## src/rtl/tx_stream_mux_pkg.sv

```systemverilog
// Shared constants, FSM encoding and a clog2 helper for tx_stream_mux and other ROC arbiters.
package tx_stream_mux_pkg;

  localparam logic [15:0] IDLE_DATA_DEF  = 16'h3CBC;  // K28.5 in the low byte
  localparam logic [1:0]  IDLE_KCHAR_DEF = 2'b01;

  typedef enum logic [1:0] {
    S_IDLE = 2'd0,
    S_SRC  = 2'd1,
    S_GAP  = 2'd2
  } state_t;

  function automatic int unsigned clog2(input int unsigned n);
    int unsigned r;
    r = 0;
    while ((32'd1 << r) < n) r++;
    return r;
  endfunction

endpackage

```

## src/rtl/tx_stream_mux_prio_enc.sv

```systemverilog
// Lowest-index-wins combinational priority encoder (tx_prio_enc).
module tx_prio_enc
  import tx_stream_mux_pkg::*;
#(
  parameter int N = 3,
  parameter int W = clog2(N)
) (
  input  logic [N-1:0] req,
  output logic [W-1:0] idx,
  output logic         any
);

  always_comb begin
    idx = '0;
    any = 1'b0;
    for (int unsigned i = 0; i < N; i++) begin
      if (req[i] && !any) begin
        idx = W'(i);
        any = 1'b1;
      end
    end
  end

endmodule

```

## src/rtl/tx_stream_mux.sv

```systemverilog
// N-channel TX lane multiplexer with idle-boundary switching and GAP_LEN idle insertion.
// Optional forced cut after TIMEOUT cycles: define TX_STREAM_MUX_TIMEOUT_EN.
module tx_stream_mux
  import tx_stream_mux_pkg::*;
#(
  parameter int N_CH    = 3,
  parameter int DATA_W  = 16,
  localparam int K_W    = DATA_W / 8,
  localparam int CH_W   = clog2(N_CH),
  parameter logic [DATA_W-1:0] IDLE_DATA  = IDLE_DATA_DEF,
  parameter logic [K_W-1:0]    IDLE_KCHAR = IDLE_KCHAR_DEF,
  parameter int GAP_LEN = 2,
  parameter int TIMEOUT = 1024
) (
  input  logic                   TX_CLK,
  input  logic                   RESET,
  input  logic [N_CH-1:0]        CH_EN,
  input  logic [N_CH*DATA_W-1:0] CH_DATA,
  input  logic [N_CH*K_W-1:0]    CH_KCHAR,
  output logic [DATA_W-1:0]      TX_DATA,
  output logic [K_W-1:0]         TX_KCHAR,
  output logic                   ACTIVE_VALID,
  output logic [CH_W-1:0]        ACTIVE_CH,
  output logic [15:0]            SWITCH_CNT
);

  if (N_CH < 2 || N_CH > 8) begin : g_bad_n_ch
    $error("tx_stream_mux: N_CH must be 2..8");
  end
  if (DATA_W < 8 || (DATA_W % 8) != 0) begin : g_bad_data_w
    $error("tx_stream_mux: DATA_W must be a non-zero multiple of 8");
  end
  if (GAP_LEN < 1 || GAP_LEN > 15) begin : g_bad_gap_len
    $error("tx_stream_mux: GAP_LEN must be 1..15");
  end
  if (TIMEOUT < 1) begin : g_bad_timeout
    $error("tx_stream_mux: TIMEOUT must be >= 1");
  end

  state_t              state_q, state_d;
  logic [CH_W-1:0]     owner_q, owner_d;
  logic [3:0]          gap_q, gap_d;
  logic [DATA_W-1:0]   data_q, data_d;
  logic [K_W-1:0]      k_q, k_d;
  logic                valid_q, valid_d;
  logic [15:0]         cnt_q, cnt_d;
  logic                cnt_inc;

  logic [CH_W-1:0]     win;
  logic                win_any;
  logic [DATA_W-1:0]   own_data;
  logic [K_W-1:0]      own_k;
  logic                own_en;
  logic                boundary;
  logic                timeout_hit;

  tx_prio_enc #(.N(N_CH), .W(CH_W)) u_prio_enc (
    .req (CH_EN),
    .idx (win),
    .any (win_any)
  );

  assign own_data = CH_DATA[int'(owner_q)*DATA_W +: DATA_W];
  assign own_k    = CH_KCHAR[int'(owner_q)*K_W +: K_W];
  assign own_en   = CH_EN[owner_q];
  assign boundary = (own_data == IDLE_DATA) && (own_k == IDLE_KCHAR);

`ifdef TX_STREAM_MUX_TIMEOUT_EN
  localparam int TO_W = clog2(TIMEOUT + 1);
  logic [TO_W-1:0] to_q, to_d;
  logic            pending;

  // Counter is held at zero outside S_SRC, so every S_SRC entry starts from zero.
  assign pending     = (state_q == S_SRC) && own_en && (win != owner_q) && !boundary;
  assign timeout_hit = pending && (to_q == TO_W'(TIMEOUT - 1));
  assign to_d        = (pending && !timeout_hit) ? to_q + 1'b1 : '0;

  always_ff @(posedge TX_CLK or posedge RESET) begin
    if (RESET) to_q <= '0;
    else       to_q <= to_d;
  end
`else
  assign timeout_hit = 1'b0;
`endif

  always_comb begin
    state_d = state_q;
    owner_d = owner_q;
    gap_d   = gap_q;
    data_d  = IDLE_DATA;
    k_d     = IDLE_KCHAR;
    valid_d = valid_q;
    cnt_inc = 1'b0;
    unique case (state_q)
      S_IDLE: begin
        valid_d = 1'b0;
        owner_d = '0;
        if (win_any) begin
          state_d = S_SRC;
          owner_d = win;
          valid_d = 1'b1;
          cnt_inc = 1'b1;
        end
      end
      S_SRC: begin
        data_d = own_data;
        k_d    = own_k;
        // An owner drop beats a pending preemption; the cut word is replaced by idle.
        if (!own_en || timeout_hit) begin
          data_d  = IDLE_DATA;
          k_d     = IDLE_KCHAR;
          state_d = S_GAP;
          owner_d = '0;
          valid_d = 1'b0;
          gap_d   = '0;
        end else if ((win != owner_q) && boundary) begin
          state_d = S_GAP;
          owner_d = '0;
          valid_d = 1'b0;
          gap_d   = '0;
        end
      end
      S_GAP: begin
        if (gap_q == 4'(GAP_LEN - 1)) begin
          gap_d = '0;
          if (win_any) begin
            state_d = S_SRC;
            owner_d = win;
            valid_d = 1'b1;
            cnt_inc = 1'b1;
          end else begin
            state_d = S_IDLE;
          end
        end else begin
          gap_d = gap_q + 4'd1;
        end
      end
      default: begin
        state_d = S_IDLE;
        owner_d = '0;
        valid_d = 1'b0;
        gap_d   = '0;
      end
    endcase
    cnt_d = (cnt_inc && cnt_q != 16'hFFFF) ? cnt_q + 16'd1 : cnt_q;
  end

  always_ff @(posedge TX_CLK or posedge RESET) begin
    if (RESET) begin
      state_q <= S_IDLE;
      owner_q <= '0;
      gap_q   <= '0;
      data_q  <= IDLE_DATA;
      k_q     <= IDLE_KCHAR;
      valid_q <= 1'b0;
      cnt_q   <= '0;
    end else begin
      state_q <= state_d;
      owner_q <= owner_d;
      gap_q   <= gap_d;
      data_q  <= data_d;
      k_q     <= k_d;
      valid_q <= valid_d;
      cnt_q   <= cnt_d;
    end
  end

  assign TX_DATA      = data_q;
  assign TX_KCHAR     = k_q;
  assign ACTIVE_VALID = valid_q;
  assign ACTIVE_CH    = owner_q;
  assign SWITCH_CNT   = cnt_q;

endmodule
```

## config.mk

```make
export PLATFORM = sky130hd
export DESIGN_NAME = tx_stream_mux
export DESIGN_NICKNAME = d
export VERILOG_FILES = /design/src/rtl/tx_stream_mux_pkg.sv /design/src/rtl/tx_stream_mux_prio_enc.sv /design/src/rtl/tx_stream_mux.sv
export SDC_FILE = /design/constraint.sdc
export NUM_CORES = 1
export LEC_CHECK = 0
export CAP_MARGIN = 20
export CORE_UTILIZATION = 46
export CTS_CLUSTER_SIZE = 12
export DETAILED_ROUTE_END_ITERATION = 16
export PLACE_DENSITY_LB_ADDON = 0.3
export SLEW_MARGIN = 20
export SYNTH_ARGS = -nofsm -noshare
export SYNTH_HDL_FRONTEND = slang
export SYNTH_SLANG_ARGS = --single-unit
```

## constraint.sdc

```tcl
create_clock -name TX_CLK -period 5.7 [get_ports TX_CLK]
set_input_delay 1.71 -clock TX_CLK [delete_from_list [all_inputs] [get_ports TX_CLK]]
set_output_delay 1.71 -clock TX_CLK [all_outputs]
set_load 0.005 [all_outputs]
```

# Word-level counts from Yosys, hierarchy flattened
# Index checks and enable logic that the tools add are counted.
[classes]
addsub = 2
order_cmp = 1
eq_ne = 11
n_shift = 2
muxes = 35
bitwise = 1
n_reduce_logical = 11
[ops]
columns = ["op", "n"]
rows = [
  ["$shiftx 48x7->16", 1],
  ["$mux 16", 2],
  ["$mux 2", 12],
  ["$add 16x1->16 const B", 1],
  ["$eq 16x14->1 const B", 1],
  ["$ne 16x16->1 const B", 1],
  ["$mux 1", 12],
  ["$mux 4", 3],
  ["$pmux 2 s3", 2],
  ["$pmux 4 s3", 1],
  ["$reduce_and 3->1", 2],
  ["$shiftx 6x4->2", 1],
  ["$logic_and 1x1->1", 5],
  ["$add 4x1->4 const B", 1],
  ["$eq 2x1->1 const B", 2],
  ["$eq 4x1->1 const B", 1],
  ["$ne 2x1->1 const B", 2],
  ["$lt 2x3->1 const B", 1],
  ["$ne 3x3->1 const B", 1],
  ["$pmux 1 s3", 1],
  ["$bmux 1 s2", 1],
  ["$eq 2x2->1 const B", 1],
  ["$logic_not 1->1", 2],
  ["$logic_not 2->1", 1],
  ["other kinds (5)", 5],
]
[word_totals]
ff_bits = 43
inputBits = 59
out_inout_bits = 37

# Depth between registers and ports, before layout
[logic_depth]
ltp_word = 12
depth_mapped = 9
depth_no_buf = 8

# Cells and area by module
# Synthesis repeated with hierarchy kept, for this count alone.
[unflattened]
cells_unflattened = 217
hier_area_um2 = 2288.4
[by_module_without_submodules]
columns = ["module", "n_inst", "cells_each", "area_per_inst_um2", "seq_area_each_um2"]
rows = [
  ["tx_stream_mux", 1, 214, 2268.4, 1088.5],
  ["tx_prio_enc", 1, 3, 20.0, 0.0],
]

# Worst setup path before layout
# No wires, ideal clock.
[synth_timing]
path_type = "input to register"
from = "in CH_DATA[25]"
to = "reg owner_q[0], in the netlist ACTIVE_CH[0]"
setup_ns = 0.138
arrival_ns = 2.963
t_required_ns = 5.562
setup_slack_ns = 2.600
path_stages = 6
cell_sequence = "mux2i_1 -> a2bb2oi_1 -> nand2_1 -> or4_1 -> nor2_1 -> o21ai_0"
[synth_via]
elab_chain_len = 6
[synth_lines]
columns = ["item", "line", "text"]
rows = [
  ["start, declared", "tx_stream_mux.sv:18", "input logic [N_CH*DATA_W-1:0] CH_DATA,"],
  ["$shiftx 48x7->16", "tx_stream_mux.sv:63", "assign own_data = CH_DATA[int'(owner_q)*DATA_W +: DATA_W];"],
  ["$eq 16x14->1", "tx_stream_mux.sv:66", "assign boundary = (own_data == IDLE_DATA) && (own_k == IDLE_KCHAR);"],
  ["$logic_and 1x1->1", "tx_stream_mux.sv:66", ""],
  ["$logic_and 1x1->1", "tx_stream_mux.sv:116", "end else if ((win != owner_q) && boundary) begin"],
  ["$ne 3x3->1 (no source line)", "-", ""],
  ["$reduce_and 3->1 (no source line)", "-", ""],
  ["end signal, assigned", "tx_stream_mux.sv:159", "owner_q <= owner_d;"],
  ["end, declared", "tx_stream_mux.sv:41", "logic [CH_W-1:0] owner_q, owner_d;"],
]
# Every way passes these cells.
# A chain may end at the register's enable or synchronous reset.

# Final worst setup path
[layout_timing]
from = "reg owner_q[1], in the netlist ACTIVE_CH[1]"
to = "out ACTIVE_CH[1]"
[layout_rtl]
columns = ["item", "line", "text"]
rows = [
  ["end, declared", "tx_stream_mux.sv:23", "output logic [CH_W-1:0] ACTIVE_CH,"],
]
# No word-level cell between the ends.

==> results.cfg <==
[logic_synthesis]
seq_area_frac_synth_pct = 48.4
yosysTopAreaCell = dfrtp_1
yosys_register_bits = 43
syn-num-nets = 281
syn_avg_cell_area_um2 = 10.3
synth_top_flop_cell = dfrtp_1
syn_inst = 219
synth.cells.most_frequent = dfrtp_1 (33), nand2_1 (22), nor2_1 (22)
synth_cell_types = 43
yosysTopAreaCellShare_pct = 36.7
synth.area.top_cells = dfrtp_1 (37%), dfstp_2 (12%), mux2i_1 (8.5%)
yosysMostFrequentCell = dfrtp_1
async_flop_share_pct = 100
syn_area_um2 = 2250
yosys_warnings = 0
synth-edff-count = 0

[die]
ioPinCount = 96
chipWidth_um = 71.9
num_rows = 25
die_height_um = 71.9
initial_utilization_pct = 47.6
dieArea_um2 = 5170
core_area_um2 = 4720

[placed_design]
port-buffer-count = 95
post-dp-hpwl_um = 4080
dp_cells = 373
place_congestion = 0.877

[detailed_routing]
drt-total-wl_um = 5450
viasPerCell = 5.22
remaining_drc_errors = 0
drtIter0Drc = 138
vias = 1989
wl_per_cell_um = 14.3
ant_nets = 0
drt_pass1_iterations = 4

[timing]
finalClockSkew_ns = 0.00631
fin_setup_tns_ns = 0
finalHoldViolCount = 0
whs_ns = 0.486
worst_pin_slew_ns = 0.843
slew_violations = 0
grt_setup_unrepaired = false
max_slew_margin_pct = 43.8
setup_viol = 0
max_freq_ghz = 0.281
finalCritPeriodShare_pct = 62.5
fin_crit_ns = 3.56

[clocking]
postCtsSetupBuffers = 0
clk_pin_slew_ns = 0.08
cts_buffers = 5
hold_buffers = 0
clock_path_buffers = 2
clock-sinks = 43
root_buffer = clkbuf_8
htreeDepth = 2
clk_latency_ns = 0.30
cts_tree = done
cts_resized = 0

[power]
pwr-share-comb_pct = 42.4
p_int_mw = 0.809
sw_frac_of_total_pct = 34.1
vdd_drop_max_mv = 0.239
power_density_nw_per_um2 = 364
p_clk_share_pct = 19.5
pwr-share-seq_pct = 38.1
power_leakage_nw = 1.39
p_sw_mw = 0.419

[global_routing]
globalRouteOverflowTotal = 0
antenna_found_initial = 0
first_global_vias = 1910
grt_pass1_wl_um = 8980
grt_max_degree = 44
track_usage_pct = 22.7

[worst_setup_path]
crit_family = flip-flops
cp_slowest_cell = dfrtp_1
critPathLaunchType = flip-flop
cp.required_ns = 3.99
cp_max_fo = 27
rrSetupSlack_ns = 2.83
end_kind = output port
critPathMaxStageDelay_ns = 0.90
path_cells = clkdlybuf4s50_1
cp.arrival_ns = 1.85
crit_type = reg -> out
crit_buf_inv = 1

[run]
drv_cap = 0

[outcome]
status = complete, no violations

[finish]
num_antenna_cells = 0
layout.nets = 375
synthToLayoutAreaGrowth_pct = 49.9
fin_util_pct = 71.4
finalNonFillerCells = 381
drive_gt1_share_pct = 8.92

[worst_hold_path]
hp-class = reg -> reg
[routing by layer]
metal  share of wire (%)  wire length [um]  vias up  GRT usage, %
met5                   0                 0        -             0
met4                 1.7                93        0          7.84
met3                 5.4               296       11          5.28
met2                  51              2770       66          38.4
met1                  42              2300      946          28.9
li1                    -                 -      966             -
[through the flow]
stage          total power, mW  worst slack (ns)  area (um2)
3_3_place_gp             0.981              1.95        3260
3_5_place_dp             0.996              1.86        3260
6_report                  1.23              2.14        3370
2_1_floorplan            0.767              2.60        2250
5_1_grt                   1.30              2.05        3370
4_1_cts                   1.24              2.11        3370
[placed cells by master, fill, tap and decap left out, types with 5 or more instances in the layout]
cell             count
nand2_1             22
dfstp_2             10
clkbuf_8             5
dfrtp_1             33
o21ai_0              6
a2bb2oi_1           13
mux2i_1             19
xnor2_1              8
inv_1                6
nand3_1              9
a21oi_1              6
nor2_1              22
clkdlybuf4s50_1     95
xor2_1               8
[cells by family (layout without fill, tap and decap cells)]
| kind of cell | count (synthesis) | count (layout) | share of synthesized area [%] |
|---|---|---|---|
| xor gates and xnor gates | 16 | 16 | 6.23 |
| buffers and inverters | 17 | 112 | 3.11 |
| AOI/OAI and AO/OA | 42 | 42 | 14.5 |
| muxes | 20 | 20 | 8.95 |
| adders and majority gates | 3 | 3 | 1.67 |
| DFF | 43 | 43 | 48.4 |
| and+or+nand+nor | 78 | 78 | 17.1 |
[path summary, 6_finish.rpt]
kind | start | endpoint | cells after the start
max | ACTIVE_CH[1]$_DFFE_PP0P_ | ACTIVE_CH[1] | 1
min | SWITCH_CNT[8]$_DFFE_PP0P_ | SWITCH_CNT[8]$_DFFE_PP0P_ | 1
max reg2reg | ACTIVE_CH[1]$_DFFE_PP0P_ | gap_q[0]$_DFFE_PP0P_ | 6
min reg2reg | SWITCH_CNT[8]$_DFFE_PP0P_ | SWITCH_CNT[8]$_DFFE_PP0P_ | 1
max in group asynchronous | RESET | TX_DATA[7]$_DFF_PP1_ | 3
min in group asynchronous | RESET | TX_DATA[0]$_DFF_PP0_ | 3
[power groups by stage]
stage | clock (mW) | combinational [mW] | sequential (mW)
floorplan | 0 | 0.317 | 0.449
global placement | 0 | 0.511 | 0.469
detailed placement | 0 | 0.522 | 0.474
CTS | 0.244 | 0.525 | 0.468
global route | 0.256 | 0.571 | 0.477
finish | 0.239 | 0.521 | 0.468
[flip-flops by register name, summed over array words and instances, names as in the netlist]
signal,flops
state_q,2
gap_q,4
ACTIVE_CH,2
TX_DATA,16
SWITCH_CNT,16
TX_KCHAR,2
ACTIVE_VALID,1
[layout make-up]
class,instances,area [um2]
fillers,359,1350
clock buffers,5,68.8
multi-input cells,159,1090
repair buffers,98,973
inverters,6,22.5
well taps,67,83.8
clock inverters,3,43.8
flip-flops and latches,43,1090
(Power assumes the default switching activity.)
